==> config.mk <==
export PLATFORM = sky130hd
export DESIGN_NAME = seg_display_arbiter
export DESIGN_NICKNAME = d
export VERILOG_FILES = /design/src/rtl/seg_display_arbiter.sv
export SDC_FILE = /design/constraint.sdc
export NUM_CORES = 1
export LEC_CHECK = 0
export CAP_MARGIN = 20
export CORE_ASPECT_RATIO = 1.1
export CORE_MARGIN = 2
export CORE_UTILIZATION = 34
export CTS_CLUSTER_DIAMETER = 40
export DETAILED_ROUTE_END_ITERATION = 10
export PLACE_DENSITY = 0.68
export SLEW_MARGIN = 0
export SYNTH_ARGS = -nofsm -noshare
export SYNTH_HDL_FRONTEND = slang
export SYNTH_SLANG_ARGS = --single-unit
==> constraint.sdc <==
create_clock -name clk -period 6.1 [get_ports clk]
set_clock_uncertainty 0.1 [all_clocks]
set_input_delay 0.61 -clock clk [delete_from_list [all_inputs] [get_ports clk]]
set_output_delay 0.61 -clock clk [all_outputs]
set_load 0.01 [all_outputs]
==> src/rtl/seg_display_arbiter.sv <==
// Three-client arbiter for a shared 4-digit multiplexed 7-segment display.
// Round-robin ownership with minimum hold, forced blank gap and continuous scan.
module seg_display_arbiter #(
  parameter int unsigned REFRESH_DIV  = 50000,
  parameter int unsigned MIN_HOLD     = 25000000,
  parameter int unsigned BLANK_CYCLES = 50000
) (
  input  logic        clk,
  input  logic        reset,
  input  logic [2:0]  req,
  input  logic [31:0] seg_data0,
  input  logic [31:0] seg_data1,
  input  logic [31:0] seg_data2,
  output logic [2:0]  grant,
  output logic        busy,
  output logic [3:0]  digit_sel,
  output logic [7:0]  segments
);

  localparam int unsigned RW = (REFRESH_DIV > 1) ? $clog2(REFRESH_DIV) : 1;
  localparam int unsigned HW = (MIN_HOLD > 0) ? $clog2(MIN_HOLD + 1) : 1;
  localparam int unsigned BW = (BLANK_CYCLES > 1) ? $clog2(BLANK_CYCLES) : 1;

  localparam logic [RW-1:0] REFRESH_LAST = RW'(REFRESH_DIV - 1);
  localparam logic [HW-1:0] HOLD_MAX     = HW'(MIN_HOLD);
  localparam logic [BW-1:0] BLANK_LAST   = BW'(BLANK_CYCLES - 1);

  typedef enum logic [1:0] {IDLE, OWNED, BLANK} state_t;

  state_t          state, state_next;
  logic [2:0]      grant_next;
  logic [2:0]      winner;
  logic [1:0]      last_owner;
  logic [HW-1:0]   hold_cnt;
  logic [BW-1:0]   blank_cnt;
  logic [RW-1:0]   refresh_cnt;
  logic [1:0]      digit_idx;
  logic [31:0]     frame;
  logic            blank_done, hold_done, owner_req, others_req;

  assign blank_done = (blank_cnt == BLANK_LAST);
  assign hold_done  = (hold_cnt == HOLD_MAX);
  assign owner_req  = |(req & grant);
  assign others_req = |(req & ~grant);
  assign busy       = |grant;

  // Search begins at the client after last_owner, so the previous owner
  // only wins when nobody else is asking.
  always_comb begin
    winner = '0;
    case (last_owner)
      2'd0: winner = req[1] ? 3'b010 : req[2] ? 3'b100 : req[0] ? 3'b001 : 3'b000;
      2'd1: winner = req[2] ? 3'b100 : req[0] ? 3'b001 : req[1] ? 3'b010 : 3'b000;
      default: winner = req[0] ? 3'b001 : req[1] ? 3'b010 : req[2] ? 3'b100 : 3'b000;
    endcase
  end

  always_ff @(posedge clk or posedge reset) begin
    if (reset) state <= IDLE;
    else       state <= state_next;
  end

  always_comb begin
    state_next = state;
    case (state)
      IDLE:    if (|req) state_next = OWNED;
      OWNED:   if (!owner_req || (hold_done && others_req)) state_next = BLANK;
      BLANK:   if (blank_done) state_next = (|req) ? OWNED : IDLE;
      default: state_next = IDLE;
    endcase
  end

  always_comb begin
    grant_next = '0;
    case (state)
      IDLE:    grant_next = winner;
      OWNED:   grant_next = (state_next == OWNED) ? grant : '0;
      BLANK:   grant_next = blank_done ? winner : '0;
      default: grant_next = '0;
    endcase
  end

  always_ff @(posedge clk or posedge reset) begin
    if (reset) begin
      grant      <= '0;
      last_owner <= 2'd2;
      hold_cnt   <= '0;
      blank_cnt  <= '0;
    end else begin
      grant <= grant_next;
      if (state != OWNED && grant_next != '0) begin
        last_owner <= {winner[2], winner[1]};
        hold_cnt   <= '0;
      end else if (state == OWNED && !hold_done) begin
        hold_cnt <= hold_cnt + 1'b1;
      end
      if (state != BLANK)   blank_cnt <= '0;
      else if (!blank_done) blank_cnt <= blank_cnt + 1'b1;
    end
  end

  always_ff @(posedge clk or posedge reset) begin
    if (reset) begin
      refresh_cnt <= '0;
      digit_idx   <= '0;
    end else if (refresh_cnt == REFRESH_LAST) begin
      refresh_cnt <= '0;
      digit_idx   <= digit_idx + 1'b1;
    end else begin
      refresh_cnt <= refresh_cnt + 1'b1;
    end
  end

  always_comb begin
    frame = '1;
    case (grant)
      3'b001:  frame = seg_data0;
      3'b010:  frame = seg_data1;
      3'b100:  frame = seg_data2;
      default: frame = '1;
    endcase
  end

  always_ff @(posedge clk or posedge reset) begin
    if (reset) begin
      digit_sel <= '1;
      segments  <= '1;
    end else if (grant == '0) begin
      digit_sel <= '1;
      segments  <= '1;
    end else begin
      case (digit_idx)
        2'd0:    begin digit_sel <= 4'b1110; segments <= frame[7:0];   end
        2'd1:    begin digit_sel <= 4'b1101; segments <= frame[15:8];  end
        2'd2:    begin digit_sel <= 4'b1011; segments <= frame[23:16]; end
        default: begin digit_sel <= 4'b0111; segments <= frame[31:24]; end
      endcase
    end
  end

endmodule

Yosys cells after proc, flatten, opt, wreduce, memory -nomap -nowiden --
Cells that the tools add are included.
Cells by class: $add $sub $neg 4, equal/unequal tests 15, multiplexer cells 28, bitwise logic cells 3, reductions and logical operators 16
Operators with widths (number):
- 32-bit one-hot mux with 3 select lines | 1
- 25-bit 2-to-1 mux | 2
- 16-bit 2-to-1 mux | 3
- 16-bit by 1-bit adder with 16-bit output, second input constant | 2
- 16-bit equality test, second input constant | 2
- 25-bit by 1-bit adder with 25-bit output, second input constant | 1
- 25-bit equality test, second input constant | 1
- 3-bit 2-to-1 mux | 8
- 8-bit one-hot mux with 3 select lines | 1
- 4-bit one-hot mux with 3 select lines | 1
- 3-bit OR reduction | 4
- 2-bit 2-to-1 mux | 5
- 3-bit one-hot mux with 3 select lines | 1
- 2-bit by 1-bit equality test with 1-bit output, second input constant | 4
- 8-bit 2-to-1 mux | 1
- 3-bit AND | 2
- 2-bit logical NOT | 3
- 2-bit one-hot mux with 3 select lines | 1
- 3-bit one-hot mux with 2 select lines | 1
- 2-bit equality test, second input constant | 2
- 4-bit 2-to-1 mux | 1
- 2-bit by 1-bit inequality test with 1-bit output, second input constant | 2
- 3-bit by 1-bit equality test with 1-bit output, second input constant | 1
- 3-bit by 2-bit equality test with 1-bit output, second input constant | 1
- 11 further kinds | 15
Storage, ports and cells: bits in registers 78, bits of input ports 101, output and inout bits 16, word-level logic and storage cells 75

Depth between registers and ports, before layout --
Gate-level depths: netlist of the first run.
word-level depth 13, depth in mapped cells 7, gate-level depth less buffers 7

Worst setup path before layout of the first run --
OpenSTA, ideal clock, no wires.
path type register to register, start register blank_cnt[4], end register hold_cnt[0], library setup time 135 ps, arrival time 2072 ps, required time 5865 ps, path slack 3793 ps, cell stages (with the launch flop) 7, buffers on the path 1, period minus slack after synthesis 2307 ps, cells stage by stage dfrtp_1 -> or4_1 -> or4_1 -> buf_2 -> a21oi_4 -> nand3b_1 -> o21ai_0
Between the ends: word-level cells in the longest chain between the ends 9, elaborated cells on any way between the ends 11, classes of those cells eq/ne (2); mux (6); reduce/logical (3)
Ends and longest elaborated chain:
- start: declaration | line 35 | logic [BW-1:0] blank_cnt;
- start signal: assignment | line 98 | else if (!blank_done) blank_cnt <= blank_cnt + 1'b1;
- 16-bit equality test * | line 41 | assign blank_done = (blank_cnt == BLANK_LAST);
- 2-bit 2-to-1 mux | line 68 | BLANK: if (blank_done) state_next = (|req) ? OWNED : IDLE;
- 2-bit one-hot mux with 3 select lines | line 65 | case (state)
- 2-bit by 1-bit equality test with 1-bit output | line 77 | OWNED: grant_next = (state_next == OWNED) ? grant : '0;
- 3-bit 2-to-1 mux | line 77
- 3-bit one-hot mux with 3 select lines * | line 75 | case (state)
- 3-bit nonzero test * | line 91 | if (state != OWNED && grant_next != '0) begin
- 1-bit logical AND * | line 91
- 25-bit 2-to-1 mux / 2-bit nonzero test (equally long branches)
- end signal: assignment | line 95 | hold_cnt <= hold_cnt + 1'b1;
- end: declaration | line 34 | logic [HW-1:0] hold_cnt;
Mark *: on every way between the ends. The rest lies on a longest branch, timed or not. A chain may end at the register's enable or synchronous reset.

Final worst setup path of the first run --
Ends and elaborated chain as after synthesis.

==> summary.md, run 1 <==
| Metric | Value |
|---|---|
| Asr flop ratio synth | 100.0% |
| Die Y | 125.5 um |
| Peak Freq | 0.3441 GHz |
| Die area | 14370 um^2 |
| Final hold violation count | 0 |
| Final worst path period share | 47.64% |
| Slew headroom | 33.09% |
| IO buf count | 116 |
| Pin count of the biggest net entering global routing | 79 |
| Boundary Pins | 117 |
| Gr ovfl total | 0 |
| Vias per Instance | 5.536 |
| H-tree depth | 3 |
| Synth unique cells | 51 |
| Cts bufs inserted | 9 |
| Vias in the first global route | 3989 |
| DRC | 0 |
| Final setup TNS | 0 ps |
| Commonest non-fill, non-tap cells in the layout | clkdlybuf4s50_1 (116), dfrtp_1 (65), nor2_1 (52) |
| Max Cap Viol | 0 |
| Skew-Pair Late Insertion Delay | 330 ps |
| Peak VDD IR | 0.0001361 V |
| First-pass detailed-route iteration total | 4 |
| Dpl ws | 3163 ps |
| HPWL Detailed | 9086 um |
| Fin worst setup slack | 3194 ps |
| Critical path type | reg2reg |
| Register area share after synthesis | 43.11% |
| Clock Path Buffers | 2 |
| Syn_nets | 586 |
| Slew of the pin with the lowest slew margin | 1001 ps |
| Primary FF master, synth | dfrtp_1 |
| Initial core utilization | 34.70% |
| Layout area overhead | 35.00% |
| Fin nets | 688 |
| Global-route wire length before repair | 20100 um |
| Post-CTS Setup Inserts | 0 |
| CP startpoint kind | flop |
| CTS tree | built |
| CP Data Arrival Time | 3000 ps |
| Number of enable flip-flop cells after synthesis | 0 |
| Routed wire length | 12560 um |
| Layout cells sized above 1 | 6.024% |
| RSZ-0062 raised after global routing | no |
| Reg2Reg Depth | 5 |
| Leakage | 2.403 nW |
| Required @ worst endpoint | 6200 ps |
| # hold bufs at CTS | 0 |
| Warnings from Yosys | 0 |
| CORE AREA | 13160 um^2 |
| Cells resized by post-CTS repair | 0 |
| Cell Area, Synth | 4566 um^2 |
| Status | completed |
| Crit-path max FO | 26 |
| GRT Total Usage | 17.45% |
| Final setup violating endpoints | 0 |
| PwrDens | 276.2 nW/um^2 |
| Worst min-delay path category | reg2reg |
| Row cnt | 44 |
| Synth Register Bits | 78 |
| Crit path time final | 2906 ps |
| WL/cell | 16.93 um |
| Commonest non-fill, non-tap cell in the layout | clkdlybuf4s50_1 |
| Placer Congestion | 0.8479 |
| Synth Area per Inst | 9.632 um^2 |
| Max Slew Vio Count | 0 |
| CP endpoint kind | flop |
| Die Wd | 114.5 um |
| Clk root buf | clkbuf_16 |
| DRT antenna net count | 0 |
| Mapped Cells | 474 |
| Hold Path Cell Cnt | 1 |
| Reg clk slew, reported paths | 60 ps |
| Clk sink count | 78 |
| N_diodes | 0 |
| Initial DRC Count | 339 |
| Initial antenna violation count | 0 |
| Via count | 4108 |
## routing by layer
layer  wire [um]  vias up  GRT usage, %  share of wire [%]
met5           0        -             0                  0
met1        5217     2000         20.96                 42
met4         157        0         5.308                1.2
li1            -     1974             -                  -
met3         754       10         4.605                6.0
met2        6432      124         30.32                 51
## flip-flops by register name (all words and copies together) (netlist names)
name         cells
state            2
digit_idx        2
last_owner       2
blank_cnt       16
grant            3
hold_cnt        25
digit_sel        4
refresh_cnt     16
segments         8
## cell usage after synthesis, types with 4 or more instances
cell type  number  area share, %
dfrtp_1        65             36
nand2b_1        5           0.69
ha_1           11            3.0
o21ai_0        19            2.1
clkbuf_1       23            1.9
nor4b_1         6            1.2
and3_1         18            2.5
or3_1           5           0.69
o221ai_1       31            5.9
nand2_1        27            2.2
xnor2_1        21            4.0
and4b_1         4           0.88
dfstp_2        13            7.5
nor3_1         10            1.1
and4_1          5           0.96
xor2_1         26            5.0
a21oi_1         7           0.77
nand3_1        12            1.3
nor4_1          5           0.69
nor2b_1         5           0.69
inv_1          10           0.82
nor2_1         52            4.3
nand4_1        21            2.9
o22a_1         31            5.9
## final timing paths
kind	to	startpoint	slack, ps
setup / recovery	hold_cnt[0]	blank_cnt[4]	3190
hold / removal	refresh_cnt[0]	refresh_cnt[0]	380
setup reg to reg	hold_cnt[0]	blank_cnt[4]	3190
hold reg to reg	refresh_cnt[0]	refresh_cnt[0]	380
max in group asynchronous	digit_sel[2]	reset	4740
min in group asynchronous	hold_cnt[13]	reset	540
## metrics by stage
step | cell area, um^2 | power, mW | utilization (%) | hold slack, ps | instances
6_report | 6163 | 1.702 | 46.84 | 378.3 | 742
3_5_place_dp | 5806 | 1.198 | 44.12 | 378.6 | 722
2_1_floorplan | 4566 | 0.9989 | - | 332.9 | 474
3_3_place_gp | 5806 | 1.184 | 44.12 | 351.3 | 722
4_1_cts | 6070 | 1.687 | 46.13 | 385.8 | 738
5_1_grt | 6163 | 1.808 | 46.84 | 398.4 | 742
## final cells by class
type / instances / area, um^2
clock buffers: 14 / 254.0
clock inverters: 2 / 10.01
fillers: 1254 / 6994
inverters: 10 / 37.54
multi-input cells: 356 / 2430
flip-flops and latches: 78 / 1968
well taps: 161 / 201.4
repair buffers: 121 / 1262
## worst max-delay path, stage by stage, from the launching register on
cell and delay, ps:
dfrtp_1 420, or4_1 580, or4_1 760, a21oi_4 620, nand3b_1 180, o21ai_0 100
## kinds of logic after synthesis
logic type / synth area share, %
buffers and inverters: 3.672
AO/OA/AOI/OAI: 18.11
multiplexers: 0.2192
XOR/XNOR: 9.016
AND/OR/NAND/NOR: 22.86
adder cells (fa/ha/maj): 3.014
flip-flops: 43.11
## where the power goes
group / internal [mW] / leakage [nW] / switching [mW] / total, mW
Combinational: 0.288 / 1.25 / 0.294 / 0.581
Sequential: 0.579 / 1.02 / 0.0600 / 0.639
Clock: 0.286 / 0.131 / 0.196 / 0.482
No activity file was read; power rests on OpenSTA's default activity.
==> run 2: changes to the inputs <==
==> constraint.sdc (replaced) <==
create_clock -name clk -period 2.8 [get_ports clk]
set_clock_uncertainty 0.1 [all_clocks]
set_input_delay 0.28 -clock clk [delete_from_list [all_inputs] [get_ports clk]]
set_output_delay 0.28 -clock clk [all_outputs]
set_load 0.01 [all_outputs]
==> summary.md, run 2 (synthesis results as in run 1) <==
| Metric | Value |
|---|---|
| Status | completed |
| Critical path type | reg2reg |
| Reg2Reg Setup Slack | 260 ps (-2930 ps) |
| Row cnt | 44 (unchanged) |
| Initial DRC Count | 309 (-8.8%) |
| Die Wd | 114.5 um (unchanged) |
| Internal Power | 2.570 mW (+120%) |
| Commonest non-fill, non-tap cell in the layout | clkdlybuf4s50_1 |
| Die Y | 125.5 um (unchanged) |
| Post-CTS Setup Inserts | 0 (unchanged) |
| HPWL Detailed | 9247 um (+1.8%) |
| Peak Freq | 0.3939 GHz (+14%) |
| Clk root buf | clkbuf_16 |
| Fin nets | 696 (+1.2%) |
| Leakage | 2.438 nW (+1.5%) |
| Cells resized by post-CTS repair | 0 (unchanged) |
| Final worst path period share | 90.67% (+43 points) |
| Flop pwr share | 36.2% (-1.3 points) |
| Initial antenna violation count | 0 (unchanged) |
| Clock Power Share | 30.1% (+1.8 points) |
| Layout cells sized above 1 | 7.810% (+1.8 points) |
| N_diodes | 0 (unchanged) |
| Final setup TNS | 0 ps (unchanged) |
| Regs by FF count | hold_cnt: 25 flops, blank_cnt: 16 flops, refresh_cnt: 16 flops |
| IO buf count | 116 (unchanged) |
| Crit-path max FO | 12 (-54%) |
| CP startpoint kind | flop |
| Switching Fraction | 31.99% (-0.31 points) |
| Max reg flops | 25 (unchanged) |
| # hold bufs at CTS | 0 (unchanged) |
| CP endpoint kind | flop |
| Reg clk slew, reported paths | 60 ps (about the same) |
| Pin count of the biggest net entering global routing | 79 (unchanged) |
| Via count | 4189 (+2.0%) |
| Peak VDD IR | 0.0003146 V (+130%) |
| Max Cap Viol | 0 (unchanged) |
| Fin util | 47.12% (+0.28 points) |
| Biggest register | hold_cnt |
| Global-route wire length before repair | 20510 um (+2.0%) |
| Placer Congestion | 0.8705 (+2.7%) |
| Clk sink count | 78 (unchanged) |
| WL/cell | 16.85 um (-0.48%) |
| Commonest non-fill, non-tap cells in the layout | clkdlybuf4s50_1 (116), dfrtp_1 (65), nor2_1 (52) |
| Clock Path Buffers | 2 (unchanged) |
| Worst reg2reg endpoint | hold_cnt[11] |
| Placed Instances | 734 (+1.7%) |
| Max Slew Vio Count | 0 (unchanged) |
| Routed wire length | 12640 um (+0.59%) |
| FILL cells | 1233 (-1.7%) |
| CP Data Arrival Time | 2660 ps (-340 ps) |
| Layout area overhead | 35.79% |
| H-tree depth | 3 (unchanged) |
| Net Switching | 1.209 mW (+120%) |
| Vias per Instance | 5.585 (+0.88%) |
| Finished Layout Cells | 750 (+1.1%) |
| Crit path time final | 2539 ps (-367.4 ps) |
| Initial core utilization | 34.70% (unchanged) |
| Die area | 14370 um^2 (unchanged) |
| Reg2Reg Depth | 5 (unchanged) |
| Comb pwr share | 33.7% (-0.4 points) |
| Hold_ws | 250.2 ps (-128.1 ps) |
| Boundary Pins | 117 (unchanged) |
| Cts bufs inserted | 9 (unchanged) |
| Slew of the pin with the lowest slew margin | 717.9 ps (-283.3 ps) |
| Skew-Pair Late Insertion Delay | 340 ps (about the same) |
| CTS tree | built |
| GRT Total Usage | 17.83% (+0.38 points) |
| DRC | 0 (unchanged) |
| First-pass detailed-route iteration total | 5 (+1) |
| Required @ worst endpoint | 2920 ps (-3280 ps) |
| Gr ovfl total | 0 (unchanged) |
| CORE AREA | 13160 um^2 (unchanged) |
| Worst min-delay path category | in2async |
| Pwr Total | 3.780 mW (+120%) |
| Slew headroom | 51.70% (+19 points) |
| Worst R2R Start | blank_cnt[4] |
| Final setup violating endpoints | 0 (unchanged) |
| DRT antenna net count | 0 (unchanged) |
| Vias in the first global route | 4220 (+5.8%) |
| PwrDens | 609.6 nW/um^2 (+120%) |
| Final hold violation count | 0 (unchanged) |
| RSZ-0062 raised after global routing | no |
## run 2: changes by cell type in the layout (fill, tap and decap cells not counted)
cell,before,now
bufinv_16,0,1
buf_16,3,0
clkinv_4,0,2
clkbuf_8,1,0
buf_12,0,1
buf_6,1,0
clkbuf_1,4,1
buf_4,1,12
clkinv_2,2,3
## run 2: power groups by stage
stage | clock network, mW | logic (mW) | registers (mW)
finish | 1.14 | 1.27 | 1.37
global route | 1.23 | 1.40 | 1.39
CTS | 1.17 | 1.28 | 1.37
detailed placement | 0 | 1.28 | 1.39
global placement | 0 | 1.26 | 1.38
floorplan | 0 | 0.786 | 1.39
## run 2: routing by layer
| layer | wire [um] | share of wire [%] | GRT usage (%) |
|---|---|---|---|
| met4 | 361 | 2.9 | 8.178 |
| met5 | 0 | 0 | 0 |
| met2 | 6237 | 49 | 30.32 |
| met1 | 5221 | 41 | 21.12 |
| met3 | 815 | 6.5 | 4.266 |
## run 2: final cells by class
cell class	count	area, um^2	share of cell area, %
tap	161	201.4	3.249
clock inverter	6	62.56	1.009
timing repair buffer	129	1271	20.50
inverter	10	37.54	0.6054
multi-input combinational	356	2430	39.19
clock buffer	10	229.0	3.693
sequential	78	1968	31.75
## run 2: metrics by stage
step,setup WS (ps),cell area (um^2)
final,261.1,6200
after global routing,147.4,6200
after CTS,263.5,6200
after detailed placement,275.5,5908
after global placement,329.0,5908
after floorplan,446.5,4566
## run 2: worst max path at each step
stage | startpoint | to | slack (ps) | cells past startpoint
final | blank_cnt[4] | hold_cnt[11] | 260 | 5
after global routing | blank_cnt[4] | hold_cnt[19] | 150 | 5
after CTS | blank_cnt[4] | hold_cnt[16] | 260 | 5
after detailed placement | blank_cnt[4] | hold_cnt[11] | 280 | 5
after global placement | blank_cnt[4] | hold_cnt[17] | 330 | 5
after floorplan | reset | blank_cnt[0] | 450 | 1
## run 2: critical path: stages, from the launching register on
cell	delay, ps
dfrtp_1	430
or4_1	580
or4_1	660
a21oi_4	370
buf_4	220
a21oi_1	50
